===== src/rtl/sample_demux.sv =====
// sample_demux: steers a serial stream of complex samples into four parallel
// lanes. Lanes 0-2 wait in a collect buffer. The fourth sample loads a separate
// output register together with them, so collection continues while a group
// waits downstream. The block also tracks the group index within a 32-sample
// frame (eight groups of four).
module sample_demux #(
  parameter int fix_bit = 7,
  parameter int bits    = 16
) (
  input  logic                CLK,
  input  logic                RST,
  input  logic [2*bits-1:0]   IN,
  input  logic                IN_VALID,
  output logic                IN_READY,
  input  logic                FRAME_SYNC,
  output logic [2*bits-1:0]   OUT0,
  output logic [2*bits-1:0]   OUT1,
  output logic [2*bits-1:0]   OUT2,
  output logic [2*bits-1:0]   OUT3,
  output logic                OUT_VALID,
  input  logic                OUT_READY,
  output logic                OUT_LAST,
  output logic [1:0]          LANE,
  output logic [2:0]          GROUP,
  output logic                FRAME_DONE
);

  localparam int W = 2 * bits;

  // The fractional position is only meaningful if it lies inside a half-word.
  if (fix_bit >= bits) begin : g_fix_bit_range
    $error("sample_demux: fix_bit must be smaller than bits");
  end

  logic [1:0]   lane_p0;
  logic [2:0]   group_p0;
  logic [W-1:0] collect0_p0;
  logic [W-1:0] collect1_p0;
  logic [W-1:0] collect2_p0;

  logic [W-1:0] out0_p1;
  logic [W-1:0] out1_p1;
  logic [W-1:0] out2_p1;
  logic [W-1:0] out3_p1;
  logic         vld_p1;
  logic         last_p1;

  logic         done_p2;

  logic [1:0]   lane_eff;
  logic [2:0]   group_eff;
  logic         accept;
  logic         load;
  logic         retire;

  // FRAME_SYNC realigns the sample taken in the same cycle to lane 0 of group 0.
  assign lane_eff  = FRAME_SYNC ? 2'd0 : lane_p0;
  assign group_eff = FRAME_SYNC ? 3'd0 : group_p0;

  // Only a lane-3 sample can be blocked. A sync always lands in lane 0, so it
  // is never blocked.
  assign IN_READY = FRAME_SYNC || !((lane_p0 == 2'd3) && vld_p1 && !OUT_READY);
  assign accept   = IN_VALID && IN_READY;
  assign load     = accept && (lane_eff == 2'd3);
  assign retire   = vld_p1 && OUT_READY;

  // ---- stage p0: collect buffer and lane/group position ----

  // Capture lanes 0-2. A sync discards the partial group.
  always_ff @(posedge CLK) begin
    if (RST) begin
      collect0_p0 <= '0;
      collect1_p0 <= '0;
      collect2_p0 <= '0;
    end else begin
      if (FRAME_SYNC) begin
        collect0_p0 <= '0;
        collect1_p0 <= '0;
        collect2_p0 <= '0;
      end
      if (accept) begin
        case (lane_eff)
          2'd0:    collect0_p0 <= IN;
          2'd1:    collect1_p0 <= IN;
          2'd2:    collect2_p0 <= IN;
          default: ;
        endcase
      end
    end
  end

  // Advance the lane on every accept. Advance the group when lane 3 completes it.
  always_ff @(posedge CLK) begin
    if (RST) begin
      lane_p0  <= 2'd0;
      group_p0 <= 3'd0;
    end else if (accept) begin
      if (load) begin
        lane_p0  <= 2'd0;
        group_p0 <= group_eff + 3'd1;
      end else begin
        lane_p0  <= lane_eff + 2'd1;
        group_p0 <= group_eff;
      end
    end else if (FRAME_SYNC) begin
      lane_p0  <= 2'd0;
      group_p0 <= 3'd0;
    end
  end

  // ---- stage p1: output register ----

  // Load a completed group. It holds until downstream takes it.
  // A load in the same cycle as a retire keeps OUT_VALID high.
  always_ff @(posedge CLK) begin
    if (RST) begin
      out0_p1 <= '0;
      out1_p1 <= '0;
      out2_p1 <= '0;
      out3_p1 <= '0;
      last_p1 <= 1'b0;
      vld_p1  <= 1'b0;
    end else if (load) begin
      out0_p1 <= collect0_p0;
      out1_p1 <= collect1_p0;
      out2_p1 <= collect2_p0;
      out3_p1 <= IN;
      last_p1 <= (group_eff == 3'd7);
      vld_p1  <= 1'b1;
    end else if (retire) begin
      vld_p1  <= 1'b0;
    end
  end

  // ---- stage p2: frame completion flag ----

  // Pulse once after the last group of a frame has been handed off.
  always_ff @(posedge CLK) begin
    if (RST) begin
      done_p2 <= 1'b0;
    end else begin
      done_p2 <= retire && last_p1;
    end
  end

  assign OUT0       = out0_p1;
  assign OUT1       = out1_p1;
  assign OUT2       = out2_p1;
  assign OUT3       = out3_p1;
  assign OUT_VALID  = vld_p1;
  assign OUT_LAST   = last_p1;
  assign LANE       = lane_p0;
  assign GROUP      = group_p0;
  assign FRAME_DONE = done_p2;

endmodule

===== config.mk =====
export PLATFORM = sky130hd
export DESIGN_NAME = sample_demux
export DESIGN_NICKNAME = d
export VERILOG_FILES = /design/src/rtl/sample_demux.sv
export SDC_FILE = /design/constraint.sdc
export NUM_CORES = 1
export LEC_CHECK = 0
export BUFFER_PORTS_ARGS = -buffer_cell sky130_fd_sc_hd__clkbuf_2
export CAP_MARGIN = 20
export CORE_ASPECT_RATIO = 1.5
export CORE_MARGIN = 5
export CORE_UTILIZATION = 25
export CTS_CLUSTER_DIAMETER = 150
export DETAILED_ROUTE_END_ITERATION = 12
export SYNTH_ARGS = -nofsm -noshare
export SYNTH_HDL_FRONTEND = slang
export SYNTH_SLANG_ARGS = --single-unit

===== constraint.sdc =====
create_clock -name CLK -period 2 [get_ports CLK]
set_clock_uncertainty 0.05 [all_clocks]
set_input_delay 0.1 -clock CLK [delete_from_list [all_inputs] [get_ports CLK]]
set_output_delay 0.1 -clock CLK [all_outputs]
set_load 0.01 [all_outputs]

==> flow_summary_export.csv <==
group,metric,value,unit
route,postRouteAntennaNets,0,
route,drc,0,
timing,clock.fmax,0.537,GHz
timing,slew_viol_final,0,
synth,synth.avg_cell_area,9.81,um2
min_path,hp-class,"input port to flop",
setup_path,critPathCaptureType,"primary output",
die,rows,86,
setup_path,crit_family,"simple AND/OR/NAND/NOR gates",
route,drt-total-wl,24500,um
setup_path,cp-startpoint,"OUT_VALID$_SDFFE_PP0P_",
timing,fin_setup_tns,0,ns
synth,synth_top_area_share,50.6,%
setup_path,rr_worst_depth,7,
setup_path,critPathKind,"flop to primary output",
cts,htreeDepth,1,
cts,cts_sinks,232,
placement,gp_congestion,0.715,
cts,cts_tree,"yes",
route,drt-pass1-iter-count,4,
finish,final_area,11700,um2
timing,final_hold_viol_count,0,
synth,postSynthCellCount,935,
route,wl_per_cell,15.1,um
cts,numCtsBuffers,23,
timing,finalCriticalPeriod,1.86,ns
placement,dpl_cell_area,10600,um2
pwr,seqPwrFrac,50.4,%
route,route.vias.total,6962,
placement,io_buffers,173,
pwr,power_frac_comb,5.9,%
synth,synth-edff-count,0,
setup_path,crit_path_max_fanout,9,
timing,setup_viol,0,
cts,root_buffer,"clkbuf_16",
pwr,internal_power,7.18,mW
setup_path,reg2reg_to,"OUT2[8]$_SDFFE_PP0P_",
synth,syn-cell-area,9180,um2
pwr,leakage,4.93,nW
die,io_pins,174,
die,initial_core_util,25.2,%
die,dieArea,40700,um2
setup_path,r2r-start,"LANE[1]$_SDFF_PP0_",
setup_path,crit_arrival,1.71,ns
job,drv_cap,0,
cts,path_clk_slew,0.06,ns
synth,synth-seq-cells,232,
route,vias_per_cell,4.28,
cts,insertion_delay,0.52,ns
synth,synthTopCellsByArea,"dfxtp_1 (51%), mux2i_1 (25%), nand2_1 (11%), nand3_1 (5.2%), buf_6 (3.1%)",
setup_path,critical_path_required,1.85,ns
pwr,ir_drop,0.000473,V
synth,synth_top_cell_by_area,"dfxtp_1",
die,die_w,166,um
synth,yosysSeqAreaShare,50.6,%
synth,yosysUniqueCellTypes,25,
setup_path,path_depth,3,
global_route,overflow,0,
synth,async_flop_share,0,%
global_route,grt_antenna_before_repair,2,
synth,synth-main-ff-cell,"dfxtp_1",
setup_path,max_stage_delay,0.45,ns
setup_path,cp_slowest_cell,"and4bb_2",
setup_path,critical_path_buf_inv_count,1,
placement,dpl.hpwl,16800,um
setup_path,cp-start-kind,"flop",
pwr,power.density,799,nW/um2
global_route,grt_max_degree,98,
route,initialDrtViolationCount,350,
pwr,power.share.clock,43.7,%
setup_path,path_cells,"and4bb_2, nand2_1, clkbuf_2",
global_route,grt_util_all_layers,11.7,%
global_route,grt_pass1_vias,7156,
timing,tightest_slew,0.563,ns
timing,rsz0062_at_grt,"no",
finish,final_nets,1171,
die,die_h,245,um
pwr,switching_share,23.1,%
cts,cts_buffer_depth,3,
die,core_area,36500,um2
pwr,p_switching,2.16,mW
synth,yosysWarnings,0,
synth,synth_nets,978,
global_route,grt_pass1_wl,39200,um
finish,drive_above_1_share,21.8,%
finish,syn_to_final_growth,27.4,%
timing,layout_worst_path_cycle_share,93.1,%
timing,max-slew-margin-rel,62.5,%
setup_path,crit_path_end,"IN_READY",
setup_path,r2r_slack,0.14,ns
run_status,outcome,"finished, final reports clean",
finish,fillCellCount,3757,
cts,post_cts_buffers,0,
metal layers:
metal / global-route usage, % / part of all wire, %
met2: 21.9 / 51
met1: 13.5 / 41
met5: 0 / 0.053
met4: 3.56 / 2.2
met3: 2.34 / 4.8
power groups by stage:
stage	registers, mW	clock network (mW)	logic [mW]
after floorplan	4.80	0	0.316
after global placement	4.81	0	0.500
after detailed placement	4.81	0	0.506
after CTS	4.70	4.26	0.563
after global routing	4.71	4.41	0.613
final	4.71	4.08	0.554
state kept, by name, summed over array words and instances, names as in the netlist, 3 cells and up:
name	flops
collect2_p0	32
OUT1	32
OUT2	32
OUT3	32
collect0_p0	32
OUT0	32
GROUP	3
collect1_p0	32
placed cells by master (no fill, tap or decap), types with 4 or more instances in the layout:
| cell | Yosys | routed |
|---|---|---|
| buf_4 | 0 | 21 |
| clkbuf_16 | 0 | 23 |
| mux2i_1 | 227 | 227 |
| dlygate4sd3_1 | 0 | 37 |
| ha_1 | 6 | 6 |
| clkbuf_8 | 0 | 4 |
| dfxtp_1 | 232 | 232 |
| buf_12 | 1 | 13 |
| clkbuf_2 | 0 | 173 |
| nand3_1 | 96 | 96 |
| nand2_1 | 269 | 269 |
| clkbuf_1 | 49 | 8 |
cells in the mapped netlist, types with 3 or more instances:
| master | n |
|---|---|
| nand3_1 | 96 |
| dfxtp_1 | 232 |
| clkbuf_1 | 49 |
| mux2i_1 | 227 |
| ha_1 | 6 |
| buf_6 | 25 |
| nand2_1 | 269 |
| a21o_1 | 4 |
| nand2b_1 | 3 |
| inv_1 | 3 |
| and2b_1 | 3 |
worst min-delay path by stage:
stage               start                      to  depth (start not counted)
3_3_place_gp          RST      LANE[0]$_SDFF_PP0_                          2
5_1_grt        FRAME_SYNC     GROUP[2]$_SDFF_PP0_                          4
6_report       FRAME_SYNC     GROUP[2]$_SDFF_PP0_                          4
2_1_floorplan         RST      LANE[0]$_SDFF_PP0_                          1
3_5_place_dp          RST  OUT_VALID$_SDFFE_PP0P_                          2
4_1_cts        FRAME_SYNC     GROUP[2]$_SDFF_PP0_                          4
per-stage QoR:
stage / utilization (%) / hold WS, ns / std cells / total power, mW / worst slack [ns]
global route: 32.0 / 0.117 / 1627 / 9.73 / 0.00173
detailed placement: 29.0 / 0.364 / 1549 / 5.31 / 0.138
finish: 32.0 / 0.0930 / 1628 / 9.34 / 0.139
floorplan: - / 0.119 / 935 / 5.12 / 0.0862
global placement: 29.0 / 0.355 / 1549 / 5.31 / 0.193
CTS: 32.0 / 0.0664 / 1626 / 9.52 / 0.117
cell type report:
| cell class | instances | area (um2) | area share (%) |
|---|---|---|---|
| sequential | 232 | 4640 | 39.7 |
| multi-input combinational | 621 | 4030 | 34.5 |
| clock inverter | 5 | 38.8 | 0.332 |
| inverter | 5 | 27.5 | 0.235 |
| tap | 484 | 606 | 5.18 |
| timing repair buffer | 245 | 1680 | 14.4 |
| antenna | 1 | 2.50 | 0.0214 |
| clock buffer | 35 | 661 | 5.65 |
cells by family (layout without fill, tap and decap cells):
group / count (synthesis) / after routing / share of synthesized area (%)
fa+ha+maj: 6 / 6 / 0.818
compound gates: 12 / 12 / 1.01
other cells: 0 / 1 / 0
simple gates: 375 / 375 / 17.0
buf+inv: 82 / 290 / 5.60
flops: 232 / 232 / 50.6
mux: 228 / 228 / 24.9
tightest hold or removal path, stage by stage:
cell and delay [ns]:
clkbuf_2 0.16, and2b_1 0.22, nand2_1 0.07, mux2i_1 0.06
timing repair:
| item | CTS | global route |
|---|---|---|
| hold buffers | 37 | 0 |
| setup endpoints to repair | 1 | 0 |
| gates resized for setup | 1 | 0 |
| hold endpoints to repair | 133 | 0 |
No activity file was read; power rests on OpenSTA's default activity.
